===== src/rtl/trace_pkg.sv =====
// trace_pkg: shared state encoding, default core widths and entry field offsets for the trace buffer
package trace_pkg;
  typedef enum logic [1:0] {IDLE = 2'd0, ARMED = 2'd1, POST = 2'd2, READ = 2'd3} state_t;
  localparam int TR_DATA_W   = 16;
  localparam int TR_PC_W     = 6;
  localparam int TR_OP_W     = 5;
  localparam int TR_ZERO_LSB = 0;
  localparam int TR_ALU_LSB  = 1;
  localparam int TR_OP_LSB   = TR_ALU_LSB + TR_DATA_W;
  localparam int TR_PC_LSB   = TR_OP_LSB + TR_OP_W;
  localparam int TR_E        = TR_PC_LSB + TR_PC_W;
endpackage


===== src/rtl/trace_ram.sv =====
// trace_ram: flop array with one synchronous write port and one combinational read port
module trace_ram #(
  parameter int DEPTH = 32,
  parameter int E     = 28
) (
  input  logic                     clk,
  input  logic                     i_we,
  input  logic [$clog2(DEPTH)-1:0] i_waddr,
  input  logic [E-1:0]             i_wdata,
  input  logic [$clog2(DEPTH)-1:0] i_raddr,
  output logic [E-1:0]             o_rdata
);
  logic [E-1:0] r_mem [DEPTH];
  always_ff @(posedge clk)
    if (i_we) r_mem[i_waddr] <= i_wdata;
  assign o_rdata = r_mem[i_raddr];
endmodule


===== src/rtl/trace_capture.sv =====
// trace_capture: PC-triggered circular trace buffer that freezes on capture and streams oldest-first
module trace_capture
  import trace_pkg::*;
#(
  parameter int DATA_W   = TR_DATA_W,
  parameter int PC_W     = TR_PC_W,
  parameter int OP_W     = TR_OP_W,
  parameter int DEPTH    = 32,
  parameter int PRE_TRIG = 8
) (
  input  logic                        clk,
  input  logic                        rst_n,
  input  logic                        i_arm,
  input  logic                        i_abort,
  input  logic                        i_trig_en,
  input  logic [PC_W-1:0]             i_trig_pc,
  input  logic                        i_s_valid,
  input  logic [PC_W-1:0]             i_s_pc,
  input  logic [OP_W-1:0]             i_s_op,
  input  logic [DATA_W-1:0]           i_s_alu,
  input  logic                        i_s_zero,
  input  logic                        i_rd_ready,
  output logic                        o_rd_valid,
  output logic [PC_W+OP_W+DATA_W:0]   o_rd_data,
  output logic                        o_rd_last,
  output logic [1:0]                  o_state,
  output logic [$clog2(DEPTH):0]      o_fill
);
  localparam int E      = PC_W + OP_W + DATA_W + 1;
  localparam int AW     = $clog2(DEPTH);
  localparam int POST_N = DEPTH - PRE_TRIG - 1;
  localparam logic [AW:0] FULL = (AW+1)'(DEPTH);
  localparam logic [AW:0] ONE  = (AW+1)'(1);
  state_t          r_state, w_nxt;
  logic [AW-1:0]   r_wr_ptr, r_rd_ptr, r_post_cnt, w_wr_nxt;
  logic [AW:0]     r_fill, r_rem, w_fill_nxt;
  logic [E-1:0]    w_rdata;
  logic            w_cap, w_hit;
  assign w_cap      = (r_state == ARMED || r_state == POST) && i_s_valid && !i_abort;
  assign w_hit      = w_cap && r_state == ARMED && i_trig_en && i_s_pc == i_trig_pc;
  assign w_wr_nxt   = r_wr_ptr + AW'(1);
  assign w_fill_nxt = (r_fill == FULL) ? r_fill : r_fill + ONE;
  trace_ram #(.DEPTH(DEPTH), .E(E)) u_ram (
    .clk     (clk),
    .i_we    (w_cap),
    .i_waddr (r_wr_ptr),
    .i_wdata ({i_s_pc, i_s_op, i_s_alu, i_s_zero}),
    .i_raddr (r_rd_ptr),
    .o_rdata (w_rdata)
  );
  always_comb begin
    w_nxt = r_state;
    unique case (r_state)
      IDLE:  w_nxt = i_arm ? ARMED : IDLE;
      ARMED: w_nxt = w_hit ? ((POST_N == 0) ? READ : POST) : ARMED;
      POST:  w_nxt = (w_cap && r_post_cnt == AW'(1)) ? READ : POST;
      READ:  w_nxt = (i_rd_ready && r_rem == ONE) ? IDLE : READ;
    endcase
    if (i_abort) w_nxt = IDLE;
  end
  always_ff @(posedge clk or negedge rst_n)
    if (!rst_n) r_state <= IDLE;
    else        r_state <= w_nxt;
  // READ is only ever entered on a capture write, so the post-write pointer/fill give the oldest entry
  always_ff @(posedge clk or negedge rst_n)
    if (!rst_n) begin
      r_wr_ptr   <= '0;
      r_rd_ptr   <= '0;
      r_post_cnt <= '0;
      r_fill     <= '0;
      r_rem      <= '0;
    end else if (i_abort) begin
      r_fill <= '0;
      r_rem  <= '0;
    end else begin
      if (r_state == IDLE && i_arm) begin
        r_wr_ptr <= '0;
        r_fill   <= '0;
      end
      if (w_cap) begin
        r_wr_ptr <= w_wr_nxt;
        r_fill   <= w_fill_nxt;
      end
      if (w_hit) r_post_cnt <= AW'(POST_N);
      else if (w_cap && r_state == POST) r_post_cnt <= r_post_cnt - AW'(1);
      if (w_nxt == READ && r_state != READ) begin
        r_rd_ptr <= w_wr_nxt - w_fill_nxt[AW-1:0];
        r_rem    <= w_fill_nxt;
      end
      if (r_state == READ && i_rd_ready) begin
        r_rd_ptr <= r_rd_ptr + AW'(1);
        r_rem    <= r_rem - ONE;
        if (r_rem == ONE) r_fill <= '0;
      end
    end
  assign o_rd_valid = r_state == READ;
  assign o_rd_data  = o_rd_valid ? w_rdata : '0;
  assign o_rd_last  = o_rd_valid && r_rem == ONE;
  assign o_state    = r_state;
  assign o_fill     = r_fill;
endmodule

===== config.mk =====
export PLATFORM = sky130hd
export DESIGN_NAME = trace_capture
export DESIGN_NICKNAME = d
export VERILOG_FILES = /design/src/rtl/trace_pkg.sv /design/src/rtl/trace_ram.sv /design/src/rtl/trace_capture.sv
export SDC_FILE = /design/constraint.sdc
export NUM_CORES = 1
export LEC_CHECK = 0
export BUFFER_PORTS_ARGS = -buffer_cell sky130_fd_sc_hd__buf_2
export CAP_MARGIN = 40
export CORE_MARGIN = 2
export CORE_UTILIZATION = 50
export CTS_BUF_LIST = sky130_fd_sc_hd__clkbuf_16
export DETAILED_ROUTE_END_ITERATION = 12
export PLACE_DENSITY = 0.67
export SKIP_CTS_REPAIR_TIMING = 1
export SYNTH_ARGS = -nofsm -noshare
export SYNTH_HDL_FRONTEND = slang
export SYNTH_SLANG_ARGS = --single-unit

===== constraint.sdc =====
create_clock -name clk -period 8.65 [get_ports clk]
set_input_delay 2.1625 -clock clk [delete_from_list [all_inputs] [get_ports clk]]
set_output_delay 2.1625 -clock clk [all_outputs]
set_load 0.1 [all_outputs]

==> impl_results.md <==
* Via/cell ratio at 6.22
* Number of diodes at 0
* Startpoint types: flop
* Largest net degree at the start of global routing at slightly above 90
* Initial antenna violation count at 2
* Vias in the first global route at 17500
* Most common cell in the netlist: edfxtp_1
* Critical Path Sink Type: output port
* First-pass GRT wire length at 121000 um
* Power Internal at 0.00741 W
* Seq/Total Area, Yosys at 0.758
* Total grt overflow at 0
* Worst vdd ir at 177 uV
* Clock power share at 0.423
* Critical-path maximum fanout at 92
* Most frequent cell on the critical path: mux4_2
* Die X at 274 um
* Largest cells by area after synthesis: edfxtp_1 74%, mux4_2 16%, mux2i_1 3.1%, dfrtp_1 2.0%, nor2_1 0.77%
* Initial Utilization at 0.507
* Synth top cells by count: 896 x edfxtp_1, 252 x mux4_2, 113 x mux2i_1
* Core Region at 71900 um2
* Post-Route Setup TNS at 0 ns
* Syn Inst Count at roughly 1600
* Proportion of netlist area held by the largest area contributor at 0.738
* Final Core Density at 0.575
* Die Y at 274 um
* CTS tree: yes
* Layout Nets at 1833
* Clock Skew at 0.0139 ns
* Ys flop type: edfxtp_1
* Hpwl dp at about 43000 um
* 1st-iter DRT viols at 2039
* DP Area at 38300 um2
* Max layer used: met4
* Sw power at 0.00193 W
* Via Count at 17400
* Antenna Nets Post-Route at 0
* CTS Buf Count at 91
* CTS sink cnt at 925
* Number of I/O port buffers at 78
* CP arrival at 4.02 ns
* M1 wire length at 35300 um
* Synth Net Count at 1702
* Wirelength, routed at 83600 um
* Wire length per cell at between 20 and 30 um
* Tot GR Track Use at 0.227
* Root buffer cell: clkbuf_16
* Post-synth EDFFs at 896
* Power Density at 226 nW/um2
* RSZ-0062 raised after global routing: no
* F_max at 162 MHz
* RR Startpoint: o_state[1]$_DFF_PN0_
* HP Start: r_rem[0]$_DFFE_PN0P_
* DRC violations left at 0
* WHS Endpoint: r_rem[0]$_DFFE_PN0P_
* Final Slew Violations at 0
* Critical path type: flop to output port
* DIE AREA at 75100 um2
* Final Cycle Share at 0.715
* FF/Latch Area at 27600 um2
* Final Setup Violations at 0
* Syn-to-layout area delta at 13.3%
* Final GP Congestion at 0.779
* Final instance area at 41300 um2
* Flop2flop setup slack at approximately 5 ns
* CP max stage cell: dfrtp_4
* Critical R2R Capture: u_ram.r_mem[0][19]$_DFFE_PP_
* Fraction of layout cells with a size suffix above 1 at 0.300
* Max Buffers Root-to-Sink at 3
* Switching Share at 0.206
* Met3 wire length at 6960 um
* Ys async rst share at 0.0314
* Distinct cells, synth at 50
* Status: complete, no violations
* Slowest Stage Delay on Critical Path at 0.97 ns
* Least-Margin Pin Slew at 0.856 ns
* Ys Warns at 0
* Max_cap viols at 0
* Worst path cell trace: buf_12 > mux4_2 > mux2i_1 > mux4_2 > nor2_1 > buf_2
* Fill cells at 5231
* Clk_lat worst skew at 0.65 ns
* Mean post-synth cell area at 22.2 um2
* Reg2Reg Depth at 6
* Fin. Hold Viols at 0
* Hold Path Class: flop to flop
* Multi-input gate area at 8610 um2
* Io pins at 79
* Leading area contributor after synthesis: edfxtp_1
* Mapped cell area at ~36000 um2
* DR pass1 iterations at 5
* Cell depth of the worst min-delay path at 1
* Slew HR at 0.428
* Fin crit period at 6.18 ns
* #FFs+latches synth at about 900
* Lkg Pwr at 12.8 nW
* Routed wl met2 at ~40000 um
* Seq pwr share at 0.530
* CP required at 6.49 ns
* # rows at 98
* CTS clock-pin slew for the worst setup and hold paths at 0.06 ns
* Comb pwr share at 0.047
* Depth of the CTS H-tree at 3
[sequential cells by signal, indices dropped and copies added, names as in the netlist]
name         count
r_rd_ptr         5
r_wr_ptr         5
r_rem            6
o_state          2
u_ram.r_mem    896
r_post_cnt       5
o_fill           6
[placed cells by master (no fill, tap or decap), drive strengths merged, types with 3 or more instances in the layout]
cell type | synthesis | layout
xnor2 | 12 | 12
nor3 | 10 | 10
dfrtp | 29 | 29
mux4 | 252 | 252
or3 | 4 | 4
xor2 | 10 | 10
clkbuf | 37 | 92
clkinv | 0 | 39
inv | 15 | 32
a31oi | 4 | 4
bufinv | 0 | 12
a21o | 3 | 3
nand3b | 5 | 5
nand3 | 18 | 18
ha | 20 | 20
buf | 48 | 123
mux2i | 113 | 113
edfxtp | 896 | 896
o21ai | 6 | 6
and3 | 5 | 5
or3b | 3 | 3
nand2 | 30 | 30
a21oi | 15 | 15
nor2 | 75 | 75
nor4 | 4 | 4
[metal layers]
| layer | up-vias | global-route usage |
|---|---|---|
| met5 | - | 0 |
| met4 | 0 | 0.0528 |
| met3 | 121 | 0.0546 |
| met2 | 745 | 0.355 |
| met1 | 9363 | 0.328 |
| li1 | 7125 | - |
[cell families after synthesis]
family	after synthesis	share of synthesized area
flops	925	0.758
compound gates	45	0.00937
fa+ha+maj	21	0.00742
mux	365	0.187
xor+xnor	22	0.00529
buf+inv	100	0.0120
simple gates	162	0.0208
[metrics by stage]
step	hold WS [ns]	cells	setup WS, ns	total power (W)
3_5_place_dp	0.545	2628	3.06	0.00549
6_report	0.560	2790	2.47	0.00934
3_3_place_gp	0.498	2628	3.07	0.00548
2_1_floorplan	0.484	1640	2.68	0.00532
4_1_cts	0.554	2790	2.35	0.00940
5_1_grt	0.582	2790	2.21	0.00960
[power groups by stage]
stage / sequential [W] / clock (W) / combinational (W)
5_1_grt: 0.00495 / 0.00418 / 0.000476
4_1_cts: 0.00495 / 0.00401 / 0.000447
6_report: 0.00495 / 0.00395 / 0.000442
2_1_floorplan: 0.00503 / 0 / 0.000291
3_5_place_dp: 0.00504 / 0 / 0.000444
3_3_place_gp: 0.00504 / 0 / 0.000435
[critical path: cells and delay by family, from the launching register on]
family        cells  cell delay (ns)
buf+inv           2             1.09
flops             1             0.97
mux               3             0.93
simple gates      1             0.32
[worst max-delay path by stage]
| stage | slack (ns) | start | depth (start not counted) | to |
|---|---|---|---|---|
| 3_3_place_gp | 3.07 | r_rd_ptr[0]$_DFFE_PN0P_ | 6 | o_rd_data[5] |
| 5_1_grt | 2.21 | r_rd_ptr[0]$_DFFE_PN0P_ | 6 | o_rd_data[5] |
| 6_report | 2.47 | r_rd_ptr[1]$_DFFE_PN0P_ | 6 | o_rd_data[15] |
| 3_5_place_dp | 3.06 | r_rd_ptr[0]$_DFFE_PN0P_ | 6 | o_rd_data[5] |
| 4_1_cts | 2.35 | r_rd_ptr[0]$_DFFE_PN0P_ | 6 | o_rd_data[5] |
| 2_1_floorplan | 2.68 | o_state[1]$_DFF_PN0_ | 5 | o_rd_data[10] |
[area by class of cell]
cell class	instances	share of cell area
clock buffers	92	0.0558
clock inverters	70	0.0168
inverters	15	0.00136
multi-input cells	615	0.209
flip-flops and latches	925	0.670
well taps	950	0.0288
repair buffers	123	0.0192
Note: power is estimated with default switching activity, not from simulation.
